`src/rtl/ram_arbiter.sv`:
```
// Round-robin arbiter sharing one RAMHelper port between the instruction-fetch
// (read-only) and data (read/write) requesters; one registered transaction in flight.
module ram_arbiter #(
    parameter int unsigned ADDR_W    = 64,
    parameter int unsigned DATA_W    = 64,
    parameter logic [63:0] BASE_ADDR = 64'h8000_0000
) (
    input  logic              clk,
    input  logic              rst,
    input  logic              if_req,
    input  logic [ADDR_W-1:0] if_addr,
    output logic              if_gnt,
    output logic              if_rvalid,
    output logic [DATA_W-1:0] if_rdata,
    input  logic              d_req,
    input  logic              d_we,
    input  logic [ADDR_W-1:0] d_addr,
    input  logic [DATA_W-1:0] d_wdata,
    input  logic [DATA_W-1:0] d_wmask,
    output logic              d_gnt,
    output logic              d_rvalid,
    output logic [DATA_W-1:0] d_rdata,
    output logic              ram_ren,
    output logic [ADDR_W-1:0] ram_ridx,
    input  logic [DATA_W-1:0] ram_rdata,
    output logic              ram_wen,
    output logic [ADDR_W-1:0] ram_widx,
    output logic [DATA_W-1:0] ram_wdata,
    output logic [DATA_W-1:0] ram_wmask
);

    typedef enum logic [1:0] {IDLE = 2'd0, ISSUE = 2'd1, RESP = 2'd2} state_e;
    typedef enum logic {OWN_FETCH = 1'b0, OWN_DATA = 1'b1} owner_e;

    localparam logic [ADDR_W-1:0] BASE = ADDR_W'(BASE_ADDR);

    // Handshake: a requester holds req until it sees gnt in the same cycle; the
    // owner's rvalid then pulses for exactly one cycle two cycles after the grant.
    state_e            state_q, state_d;
    owner_e            owner_q, owner_d;
    owner_e            last_owner_q, last_owner_d;
    logic              we_q, we_d;
    logic [ADDR_W-1:0] addr_q, addr_d;
    logic [DATA_W-1:0] wdata_q, wdata_d;
    logic [DATA_W-1:0] wmask_q, wmask_d;
    logic [ADDR_W-1:0] ram_idx;

    // Word index; the subtraction wraps and the byte offset bits fall away.
    assign ram_idx = (addr_q - BASE) >> 3;

    always_comb begin
        state_d      = state_q;
        owner_d      = owner_q;
        last_owner_d = last_owner_q;
        we_d         = we_q;
        addr_d       = addr_q;
        wdata_d      = wdata_q;
        wmask_d      = wmask_q;
        if_gnt       = 1'b0;
        d_gnt        = 1'b0;
        if_rvalid    = 1'b0;
        d_rvalid     = 1'b0;
        if_rdata     = '0;
        d_rdata      = '0;
        ram_ren      = 1'b0;
        ram_ridx     = '0;
        ram_wen      = 1'b0;
        ram_widx     = '0;
        ram_wdata    = '0;
        ram_wmask    = '0;
        case (state_q)
            IDLE: begin
                if (!rst) begin
                    if (d_req && (!if_req || last_owner_q == OWN_FETCH)) begin
                        d_gnt        = 1'b1;
                        owner_d      = OWN_DATA;
                        last_owner_d = OWN_DATA;
                        we_d         = d_we;
                        addr_d       = d_addr;
                        wdata_d      = d_wdata;
                        wmask_d      = d_wmask;
                        state_d      = ISSUE;
                    end else if (if_req) begin
                        if_gnt       = 1'b1;
                        owner_d      = OWN_FETCH;
                        last_owner_d = OWN_FETCH;
                        we_d         = 1'b0;
                        addr_d       = if_addr;
                        wdata_d      = '0;
                        wmask_d      = '0;
                        state_d      = ISSUE;
                    end
                end
            end
            ISSUE: begin
                if (we_q) begin
                    ram_wen   = 1'b1;
                    ram_widx  = ram_idx;
                    ram_wdata = wdata_q;
                    ram_wmask = wmask_q;
                end else begin
                    ram_ren  = 1'b1;
                    ram_ridx = ram_idx;
                end
                state_d = RESP;
            end
            RESP: begin
                // RAMHelper registers rdata, so it is valid now and passes straight through.
                if (owner_q == OWN_FETCH) begin
                    if_rvalid = 1'b1;
                    if_rdata  = ram_rdata;
                end else begin
                    d_rvalid = 1'b1;
                    d_rdata  = we_q ? '0 : ram_rdata;
                end
                state_d = IDLE;
            end
            default: state_d = IDLE;
        endcase
    end

    always_ff @(posedge clk or posedge rst) begin
        if (rst) begin
            state_q      <= IDLE;
            owner_q      <= OWN_FETCH;
            last_owner_q <= OWN_FETCH;
            we_q         <= 1'b0;
            addr_q       <= '0;
            wdata_q      <= '0;
            wmask_q      <= '0;
        end else begin
            state_q      <= state_d;
            owner_q      <= owner_d;
            last_owner_q <= last_owner_d;
            we_q         <= we_d;
            addr_q       <= addr_d;
            wdata_q      <= wdata_d;
            wmask_q      <= wmask_d;
        end
    end

endmodule
```
`config.mk`:
```
export PLATFORM = sky130hd
export DESIGN_NAME = ram_arbiter
export DESIGN_NICKNAME = d
export VERILOG_FILES = /design/src/rtl/ram_arbiter.sv
export SDC_FILE = /design/constraint.sdc
export NUM_CORES = 1
export LEC_CHECK = 0
export CORE_AREA = 3 3 277 279
export DETAILED_ROUTE_END_ITERATION = 10
export DIE_AREA = 0 0 280 282
export HOLD_SLACK_MARGIN = 0.12
export PLACE_DENSITY = 0.5
export SYNTH_ARGS = -nofsm -noshare
export SYNTH_HDL_FRONTEND = slang
export SYNTH_SLANG_ARGS = --single-unit
```
`constraint.sdc`:
```
create_clock -name clk -period 16.05 [get_ports clk]
set_clock_uncertainty 0.1 [all_clocks]
set_input_delay 3.21 -clock clk [delete_from_list [all_inputs] [get_ports clk]]
set_output_delay 3.21 -clock clk [all_outputs]
set_load 0.02 [all_outputs]
```
# Yosys cells after proc, flatten, opt, wreduce, memory -nomap -nowiden
# Index checks and enable logic that the tools add are counted.
[word_totals]
ff_bits = 196
wordCells = 60
[classes]
add_sub_neg = 1
n_eq_ne = 4
muxes = 40
bitwise_logic = 2
reduce_logical = 7
[ops]
columns = ["operator", "count"]
rows = [
  ["two-way mux 64 bit", 14],
  ["two-way mux 61 bit", 4],
  ["subtractor 64 x 32 -> 64 bit (second input constant)", 1],
  ["two-way mux 1 bit", 18],
  ["two-way mux 2 bit", 3],
  ["case mux 2 bit (2 select lines)", 1],
  ["inequality test 3 bit (second input constant)", 1],
  ["AND reduction 3 bit", 1],
  ["== test 2 x 1 -> 1 bit (second input constant)", 1],
  ["== test 2 bit (second input constant)", 1],
  ["zero test 2 bit", 1],
  ["inequality test 2 bit (second input constant)", 1],
  ["NOT 1 bit", 2],
  ["AND reduction 2 bit", 1],
  ["nonzero test 2 bit", 1],
  ["logical AND 1 bit", 1],
  ["zero test 1 bit", 1],
  ["logical OR 1 bit", 1],
]

# Logic depth before layout (Yosys ltp)
# Gate-level depths: netlist of the first run.
[depth]
depth_word = 6
mapped_depth = 7
mapped_depth_nobuf = 6

# Least setup slack after synthesis of the first run
# OpenSTA, ideal clock, no wires.
[synth_path]
kind = "input-to-output"
startpoint = "input port d_req"
endpoint = "output port if_gnt"
arrival_ps = 4347
required_time_ps = 12740
slack_ps = 8393
stages = 5
path_buffers = 3
cell_sequence = "a21boi_0 clkbuf_1 buf_1 clkbuf_1 nor2_1"
[synth_via]
elab_chain_len = 4
[synth_lines]
columns = ["item", "line", "text"]
rows = [
  ["start, declared", "15", "input logic d_req,"],
  ["logical AND 1 bit", "74", "if (d_req && (!if_req || last_owner_q == OWN_FETCH)) begin"],
  ["two-way mux 1 bit", "74", ""],
  ["two-way mux 1 bit", "73", "if (!rst) begin"],
  ["two-way mux 1 bit", "71", "case (state_q)"],
  ["end, declared", "12", "output logic if_gnt,"],
]
# Every way passes these cells.

# Worst setup path in the final report of the first run
[layout_path]
startpoint = "input port if_req"
endpoint = "output port if_gnt"
[layout_via]
elab_chain_len = 6
word_cells_on_any_way = 7
classes_between = "mux (4); reduce/logical (3)"
[layout_lines]
columns = ["item", "line", "text"]
rows = [
  ["start, declared", "10", "input logic if_req,"],
  ["zero test 1 bit", "74", ""],
  ["logical OR 1 bit", "74", ""],
  ["logical AND 1 bit", "74", ""],
  ["two-way mux 1 bit (*)", "74", ""],
  ["two-way mux 1 bit (*)", "73", ""],
  ["two-way mux 1 bit (*)", "71", ""],
]
# Every way passes the cells marked *; elsewhere a longest branch is shown, timed or not.

==> parameters.txt, run 1 <==
Parameter                              Value

Clocking
  Clock transition at path regs    70 ps
  Clock tree from TritonCTS    yes
  Maximum root-to-sink buffer count    2
  Cells resized by post-CTS repair    0
  Total clock buffers created by CTS    17
  Clock insertion delay at the later pin of the skew report    480 ps
  Number of setup buffers added after CTS    0
  Hold bufs inserted after CTS    0
  Clock tree sinks    193
  Root Buffer    sky130_fd_sc_hd__clkbuf_16
  H-tree level count    4

Pwr
  Total Power Consumption    1710 uW
  Leakage power total    0.00837 uW
  Power per cell area    87.8 nW/um^2
  Worst IR drop on VDD    0.0639 mV

Yosys
  Sequential element share of the synthesized area    0.443
  Post-Syn Area per Cell    8.93 um^2
  #FFs+latches synth    193
  Synth unique cells    43
  Yosys Warn Count    0
  Post-synth EDFFs    0
  Cell area after synthesis    10900 um^2
  Number of cells produced by synthesis    1220
  Async set or reset register ratio after synthesis    1.00
  Most common flop cell mapped by yosys    sky130_fd_sc_hd__dfrtp_1

STA
  Timing-limited maximum frequency    116 MHz
  Slew Viols, Final    0
  Max-Slew Margin vs Limit    0.275
  Actual transition at the worst max-transition pin    1090 ps
  Sum Neg Setup Slack    0 ps
  Final critical-path share of the clock period    0.536
  Hold Fails Final Rpt    0
  Setup repair after global routing missed its margin    false
  Min cycle time layout    8600 ps
  Number of setup violations in the final report    0

Global route
  Antenna violations before repair    16
  Met1 usage in global routing    0.151
  Met2 capacity usage during global routing    0.270
  Maximum number of pins on one net before global-route repair    111
  Number of global-route vias before repair    11800
  First-pass GRT wire length    82.6 mm
  GRT overflow    0
  Most used routing layer in global routing    met2
  GR met3 Demand/Resource    0.0354
  Total global routing track utilization    0.143

Critical path
  Slowest Stage Delay on Critical Path    620 ps
  Logic depth of the worst path, buffers included    5
  Cell family with the largest share of critical-path delay    buffers and inverters
  Critical path, cell by cell    clkdlybuf4s50_1 > a21boi_4 > buf_4 > nor2_1 > clkdlybuf4s50_1
  Reg-to-reg critical path endpoint    addr_q[13]$_DFFE_PP0P_
  CP bufs+invs    3
  Crit. End Element    output pin
  Signal arrival time at the worst endpoint    5290 ps
  Critical-path cell with the highest stage delay    sky130_fd_sc_hd__buf_4
  Crit path required time    12740 ps
  Path type of the worst setup path    input port to output pin
  Worst reg2reg setup slack    13230 ps
  Launch point of the worst reg-to-reg path    last_owner_q$_DFFE_PP0P_
  Cell repeated most along the worst path    sky130_fd_sc_hd__clkdlybuf4s50_1
  Worst Path Max Fanout    46
  Critical Path Source Type    input port
  Cell count of the worst reg-to-reg path    5

Final layout
  Combined flip-flop and latch cell area    4830 um^2
  Final-stage net count    2166
  Area grow syn2layout    79.1%
  # fillers    7969
  Fraction of final layout cells with drive strength greater than 1    0.0399
  Footprint of the multi-input gates    5630 um^2

Routing
  Routed length per placed instance    20.8 um
  Number of iterations in the first detailed-routing pass    4
  Detail-routed via count per cell    4.09
  Detail Route Antenna Nets    0
  Number of DRC markers after the initial detailed-route iteration    552
  Drt total wl    58.9 mm
  Number of remaining DRC errors    0
  Vias    11600

Placed design
  Count of buffers from port buffering    702
  Weighted congestion reported at the end of routability-driven placement    0.777
  HPWL Detailed    45.6 mm

Floorplanning
  Die span in y    282 um
  Core area    74400 um^2
  Row Count    100
  Die width    280 um
  Number of top-level design ports    715
  Initial Utilization    0.146
  Total die area    79000 um^2

Hold path
  Hold path cells    2
  HP Class    flip-flop to flip-flop
  Min-delay src    wmask_q[15]$_DFFE_PP0P_
  Capture endpoint of the worst hold path    wmask_q[15]$_DFFE_PP0P_

Status
  Result of the run    finished clean

Run
  Number of max-cap violations    0
-- power by group --
part | internal, uW | switching, uW | leakage [uW]
registers | 588 | 106 | 0.00248
logic | 252 | 281 | 0.00558
clock network | 246 | 239 | 0.000313
total | 1090 | 626 | 0.00837
-- routing by layer --
layer / up-vias / part of all wire / wire [um]
met5: - / 0 / 0
met4: 0 / 0.027 / 1590
met3: 69 / 0.059 / 3470
met2: 464 / 0.55 / 32200
met1: 5557 / 0.37 / 21600
li1: 5467 / - / -
-- sequential cells by signal, summed over array words and instances, names as in the netlist --
register,flops
wdata_q,64
wmask_q,64
addr_q,61
state_q,2
last_owner_q,1
we_q,1
-- layout by cell type (no fill, tap or decap), types with 2 or more instances in the layout --
cell                              Yosys  routed
sky130_fd_sc_hd__and3_1             156     156
sky130_fd_sc_hd__clkbuf_16            0      17
sky130_fd_sc_hd__nor2_1              39      39
sky130_fd_sc_hd__inv_8                0       5
sky130_fd_sc_hd__inv_6                0       2
sky130_fd_sc_hd__diode_2              0       6
sky130_fd_sc_hd__conb_1               1       6
sky130_fd_sc_hd__dfrtp_1            193     192
sky130_fd_sc_hd__or4_1               10      10
sky130_fd_sc_hd__or3_1                7       7
sky130_fd_sc_hd__nor2b_4              0       2
sky130_fd_sc_hd__and2_1             157     156
sky130_fd_sc_hd__nand4_1              2       2
sky130_fd_sc_hd__or2_2               13      13
sky130_fd_sc_hd__clkdlybuf4s50_1      0     702
sky130_fd_sc_hd__a21oi_1             28      28
sky130_fd_sc_hd__nand3_1             45      45
sky130_fd_sc_hd__nand2b_1             4       4
sky130_fd_sc_hd__nand2_1            158     158
sky130_fd_sc_hd__buf_4                6      15
sky130_fd_sc_hd__o41ai_1              2       2
sky130_fd_sc_hd__nor4_1               7       6
sky130_fd_sc_hd__bufinv_16            0       2
sky130_fd_sc_hd__xor2_1               5       5
sky130_fd_sc_hd__nor3_1               9       9
sky130_fd_sc_hd__clkinv_8             0       4
sky130_fd_sc_hd__o31ai_1              9       9
sky130_fd_sc_hd__xnor2_1              6       6
sky130_fd_sc_hd__inv_1                5       4
sky130_fd_sc_hd__or4_4                2       2
sky130_fd_sc_hd__a22o_1              87      87
sky130_fd_sc_hd__nand4b_1             4       4
sky130_fd_sc_hd__nor4_2               1       2
sky130_fd_sc_hd__mux2i_1             69      69
sky130_fd_sc_hd__o21ai_0             64      64
-- synth_stat cells, types with 3 or more instances --
library cell | number | share of area
sky130_fd_sc_hd__a21oi_1 | 28 | 0.013
sky130_fd_sc_hd__a22o_1 | 87 | 0.070
sky130_fd_sc_hd__and2_1 | 157 | 0.090
sky130_fd_sc_hd__and3_1 | 156 | 0.090
sky130_fd_sc_hd__buf_1 | 9 | 0.0031
sky130_fd_sc_hd__buf_2 | 4 | 0.0018
sky130_fd_sc_hd__buf_4 | 6 | 0.0041
sky130_fd_sc_hd__clkbuf_1 | 102 | 0.035
sky130_fd_sc_hd__dfrtp_1 | 193 | 0.44
sky130_fd_sc_hd__inv_1 | 5 | 0.0017
sky130_fd_sc_hd__mux2i_1 | 69 | 0.063
sky130_fd_sc_hd__nand2_1 | 158 | 0.054
sky130_fd_sc_hd__nand2b_1 | 4 | 0.0023
sky130_fd_sc_hd__nand3_1 | 45 | 0.021
sky130_fd_sc_hd__nand4b_1 | 4 | 0.0032
sky130_fd_sc_hd__nor2_1 | 39 | 0.013
sky130_fd_sc_hd__nor2b_1 | 3 | 0.0017
sky130_fd_sc_hd__nor3_1 | 9 | 0.0041
sky130_fd_sc_hd__nor4_1 | 7 | 0.0040
sky130_fd_sc_hd__o21ai_0 | 64 | 0.029
sky130_fd_sc_hd__o31ai_1 | 9 | 0.0062
sky130_fd_sc_hd__or2_2 | 13 | 0.0075
sky130_fd_sc_hd__or3_1 | 7 | 0.0040
sky130_fd_sc_hd__or4_1 | 10 | 0.0069
sky130_fd_sc_hd__xnor2_1 | 6 | 0.0048
sky130_fd_sc_hd__xor2_1 | 5 | 0.0040
-- area by class of cell --
| cell class | count | share of cell area |
|---|---|---|
| Multi-Input combinational cell | 905 | 0.289 |
| Tap cell | 969 | 0.0621 |
| Antenna cell | 6 | 0.000769 |
| Inverter | 6 | 0.00154 |
| Clock inverter | 14 | 0.0108 |
| Clock buffer | 18 | 0.0225 |
| Sequential cell | 193 | 0.248 |
| Timing Repair Buffer | 717 | 0.366 |
-- worst reg2reg max path, delay by kind of cell, from the launching register on --
family                 cells  cell delay (ps)
flip-flops                 1              450
buffers and inverters      2             1430
multiplexers               1              420
AO/OA/AOI/OAI              2              270
-- per-stage QoR --
| stage | hold slack, ps | util | worst slack (ps) | area (um^2) | instances |
|---|---|---|---|---|---|
| after floorplan | 331 | - | 7480 | 10900 | 1225 |
| after global placement | 345 | 0.253 | 7410 | 18800 | 2790 |
| after detailed placement | 350 | 0.253 | 7410 | 18800 | 2790 |
| after CTS | 366 | 0.262 | 7400 | 19500 | 2822 |
| after global routing | 386 | 0.262 | 7290 | 19500 | 2827 |
| final | 362 | 0.262 | 7450 | 19500 | 2828 |
-- cells by family after synthesis --
family | Yosys count | share of synthesized area
simple gates | 623 | 0.314
compound gates | 195 | 0.123
flops | 193 | 0.443
buf+inv | 127 | 0.0463
mux | 69 | 0.0634
xor+xnor | 11 | 0.00884
fa+ha+maj | 1 | 0.00115
other cells | 1 | 0.000344
-- how the worst max path moves through the flow --
stage	from	slack (ps)	to
after floorplan	rst	7480	addr_q[10]$_DFFE_PP0P_
after global placement	d_req	7410	if_gnt
after detailed placement	if_req	7410	if_gnt
after CTS	if_req	7400	if_gnt
after global routing	if_req	7290	if_gnt
final	if_req	7450	if_gnt
Power figures use the tool's default switching activity.
==> run 2, diff against run 1 <==
- CORE_AREA: 3 3 277 279 -> 3 3 280 282
- DIE_AREA: 0 0 280 282 -> 0 0 283 285
- clock period: 16.05 -> 9 ns (I/O delays scaled with it)
==> parameters.txt, run 2 (synthesized netlist as in run 1, its figures left out) <==
Parameter                              Value

Global route
  Total global routing track utilization    0.137 (-0.00533)
  Maximum number of pins on one net before global-route repair    141 (+27%)
  Antenna violations before repair    10 (-6)
  First-pass GRT wire length    82.7 mm (+0.17%)
  Number of global-route vias before repair    12000 (+2.1%)
  GRT overflow    0 (unchanged)

STA
  Final critical-path share of the clock period    0.711
  Actual transition at the worst max-transition pin    1160 ps (+75.3 ps)
  Number of setup violations in the final report    0 (unchanged)
  Smallest hold slack    363 ps (+1.17 ps)
  Final WS setup    2600 ps (-4840 ps)
  Setup repair after global routing missed its margin    false
  Max-Slew Margin vs Limit    0.226 (-0.0487)
  Hold Fails Final Rpt    0 (unchanged)
  Timing-limited maximum frequency    156 MHz
  Slew Viols, Final    0 (unchanged)
  Sum Neg Setup Slack    0 ps (unchanged)
  Min cycle time layout    6400 ps

Pwr
  Switching component of the power    1110 uW (+77%)
  Switching power as a share of total power    0.371 (+0.00549)
  Worst IR drop on VDD    0.116 mV (+81%)
  Total Power Consumption    2990 uW (+74%)
  Power per cell area    153 nW/um^2 (+74%)
  Sequential group share of total power    0.412 (+0.007)
  Clock power frac    0.269 (-0.015)
  Leakage power total    0.00833 uW (-0.47%)
  Logic gate share of total power    0.320 (+0.009)
  Int Power    1880 uW (+73%)

Critical path
  Signal arrival time at the worst endpoint    4500 ps (-790 ps)
  Crit. End Element    output pin
  Worst Path Max Fanout    43 (-6.5%)
  Critical Path Source Type    flip-flop
  Critical-path cell with the highest stage delay    sky130_fd_sc_hd__inv_1
  Slowest Stage Delay on Critical Path    1050 ps (+430 ps)
  Path type of the worst setup path    flip-flop to output pin
  Crit path required time    7100 ps (-5640 ps)
  Critical path, cell by cell    nor2b_4 > nand2b_2 > inv_1 > nand2_1 > mux2i_1 > clkdlybuf4s50_1

Final layout
  Biggest regs    wdata_q x64, wmask_q x64, addr_q x61
  Final cell utilization of the core    0.257 (-0.00512)
  Combined flip-flop and latch cell area    4830 um^2 (unchanged)
  Footprint of the multi-input gates    5640 um^2 (about the same)
  # fillers    8119 (+1.9%)
  Most common cell after layout, fill and taps aside    sky130_fd_sc_hd__clkdlybuf4s50_1
  Area grow syn2layout    79.1% (about the same)
  Fraction of final layout cells with drive strength greater than 1    0.0384 (-0.00158)
  Final-stage net count    2164 (-0.092%)
  Commonest cells after routing, fill and taps aside    sky130_fd_sc_hd__clkdlybuf4s50_1, sky130_fd_sc_hd__dfrtp_1, sky130_fd_sc_hd__nand2_1

Routing
  Detail-routed via count per cell    4.05 (-0.86%)
  Drt total wl    57.6 mm (-2.2%)
  Number of remaining DRC errors    0 (unchanged)
  Routed length per placed instance    19.9 um (-4.2%)
  Number of DRC markers after the initial detailed-route iteration    452 (-18%)
  Vias    11700 (+1.2%)
  Number of iterations in the first detailed-routing pass    4 (unchanged)
  Detail Route Antenna Nets    0 (unchanged)

Clocking
  Maximum root-to-sink buffer count    2 (unchanged)
  Clock tree sinks    193 (unchanged)
  Total clock buffers created by CTS    17 (unchanged)
  Number of setup buffers added after CTS    0 (unchanged)
  Root Buffer    sky130_fd_sc_hd__clkbuf_16
  H-tree level count    4 (unchanged)
  Clock transition at path regs    80 ps (about the same)
  Clock tree from TritonCTS    yes
  Clock insertion delay at the later pin of the skew report    480 ps (about the same)
  Hold bufs inserted after CTS    0 (unchanged)
  Cells resized by post-CTS repair    0 (unchanged)

Placed design
  Count of buffers from port buffering    702 (unchanged)
  Place WS    2990 ps (-4410 ps)
  HPWL Detailed    43.7 mm (-4.3%)
  Weighted congestion reported at the end of routability-driven placement    0.924 (+19%)

Floorplanning
  Row Count    101 (+1.0%)
  Number of top-level design ports    715 (unchanged)
  Core area    75900 um^2 (+2.0%)
  Initial Utilization    0.143 (-0.00290)
  Die width    283 um (+1.1%)
  Total die area    80700 um^2 (+2.1%)
  Die span in y    285 um (+1.1%)

Run
  Number of max-cap violations    0 (unchanged)

Status
  Result of the run    finished clean

Hold path
  HP Class    flip-flop to flip-flop
run 2: changes by cell type in the layout (fill, tap and decap cells not counted), moves of 2 or more:
| cell | previous run | this run |
|---|---|---|
| sky130_fd_sc_hd__buf_4 | 15 | 13 |
| sky130_fd_sc_hd__bufinv_16 | 2 | 0 |
| sky130_fd_sc_hd__clkbuf_1 | 0 | 2 |
| sky130_fd_sc_hd__inv_6 | 2 | 4 |
run 2: through the flow:
stage                     instance area [um^2]  std cells
after floorplan                          10900       1225
after global placement                   18900       2849
after detailed placement                 18900       2849
after CTS                                19500       2881
after global routing                     19500       2886
final                                    19500       2888
run 2: cell type report:
cell class / count / share of cell area
repair buffers: 715 / 0.365
clock inverters: 12 / 0.00724
well taps: 1030 / 0.0660
flip-flops and latches: 193 / 0.248
clock buffers: 20 / 0.0229
diodes: 7 / 0.000897
inverters: 6 / 0.00154
multi-input cells: 905 / 0.289
run 2: final timing paths:
kind / from / depth (start not counted) / end / slack, ps
max in group asynchronous: rst / 3 / wdata_q[5]$_DFFE_PP0P_ / 5450
max reg2reg: state_q[1]$_DFFE_PP0P_ / 4 / wdata_q[42]$_DFFE_PP0P_ / 6460
min: wmask_q[31]$_DFFE_PP0P_ / 2 / wmask_q[31]$_DFFE_PP0P_ / 360
min reg2reg: wmask_q[31]$_DFFE_PP0P_ / 2 / wmask_q[31]$_DFFE_PP0P_ / 360
min in group asynchronous: rst / 2 / wmask_q[24]$_DFFE_PP0P_ / 1990
max: state_q[0]$_DFFE_PP0P_ / 6 / ram_ridx[59] / 2600
run 2: power by group through the flow:
stage | clock network (uW) | registers, uW | logic, uW
after floorplan | 0 | 1160 | 542
after global placement | 0 | 1240 | 962
after detailed placement | 0 | 1240 | 972
after CTS | 840 | 1230 | 973
after global routing | 869 | 1260 | 1040
final | 802 | 1230 | 955
run 2: per-layer routing:
| metal | vias to the layer above | wire (um) | share of wire | GRT usage |
|---|---|---|---|---|
| li1 | 5463 | - | - | - |
| met3 | 91 | 4630 | 0.080 | 0.0489 |
| met5 | - | 34 | 0.00059 | 0 |
| met2 | 522 | 29500 | 0.51 | 0.248 |
| met1 | 5621 | 20800 | 0.36 | 0.138 |
| met4 | 4 | 2590 | 0.045 | 0.0730 |
run 2: critical path: cells and delay by family, from the launching register on:
| family | cells | cell delay (ps) |
|---|---|---|
| buffers and inverters | 2 | 1750 |
| DFF | 1 | 400 |
| muxes | 1 | 230 |
| and+or+nand+nor | 3 | 1630 |
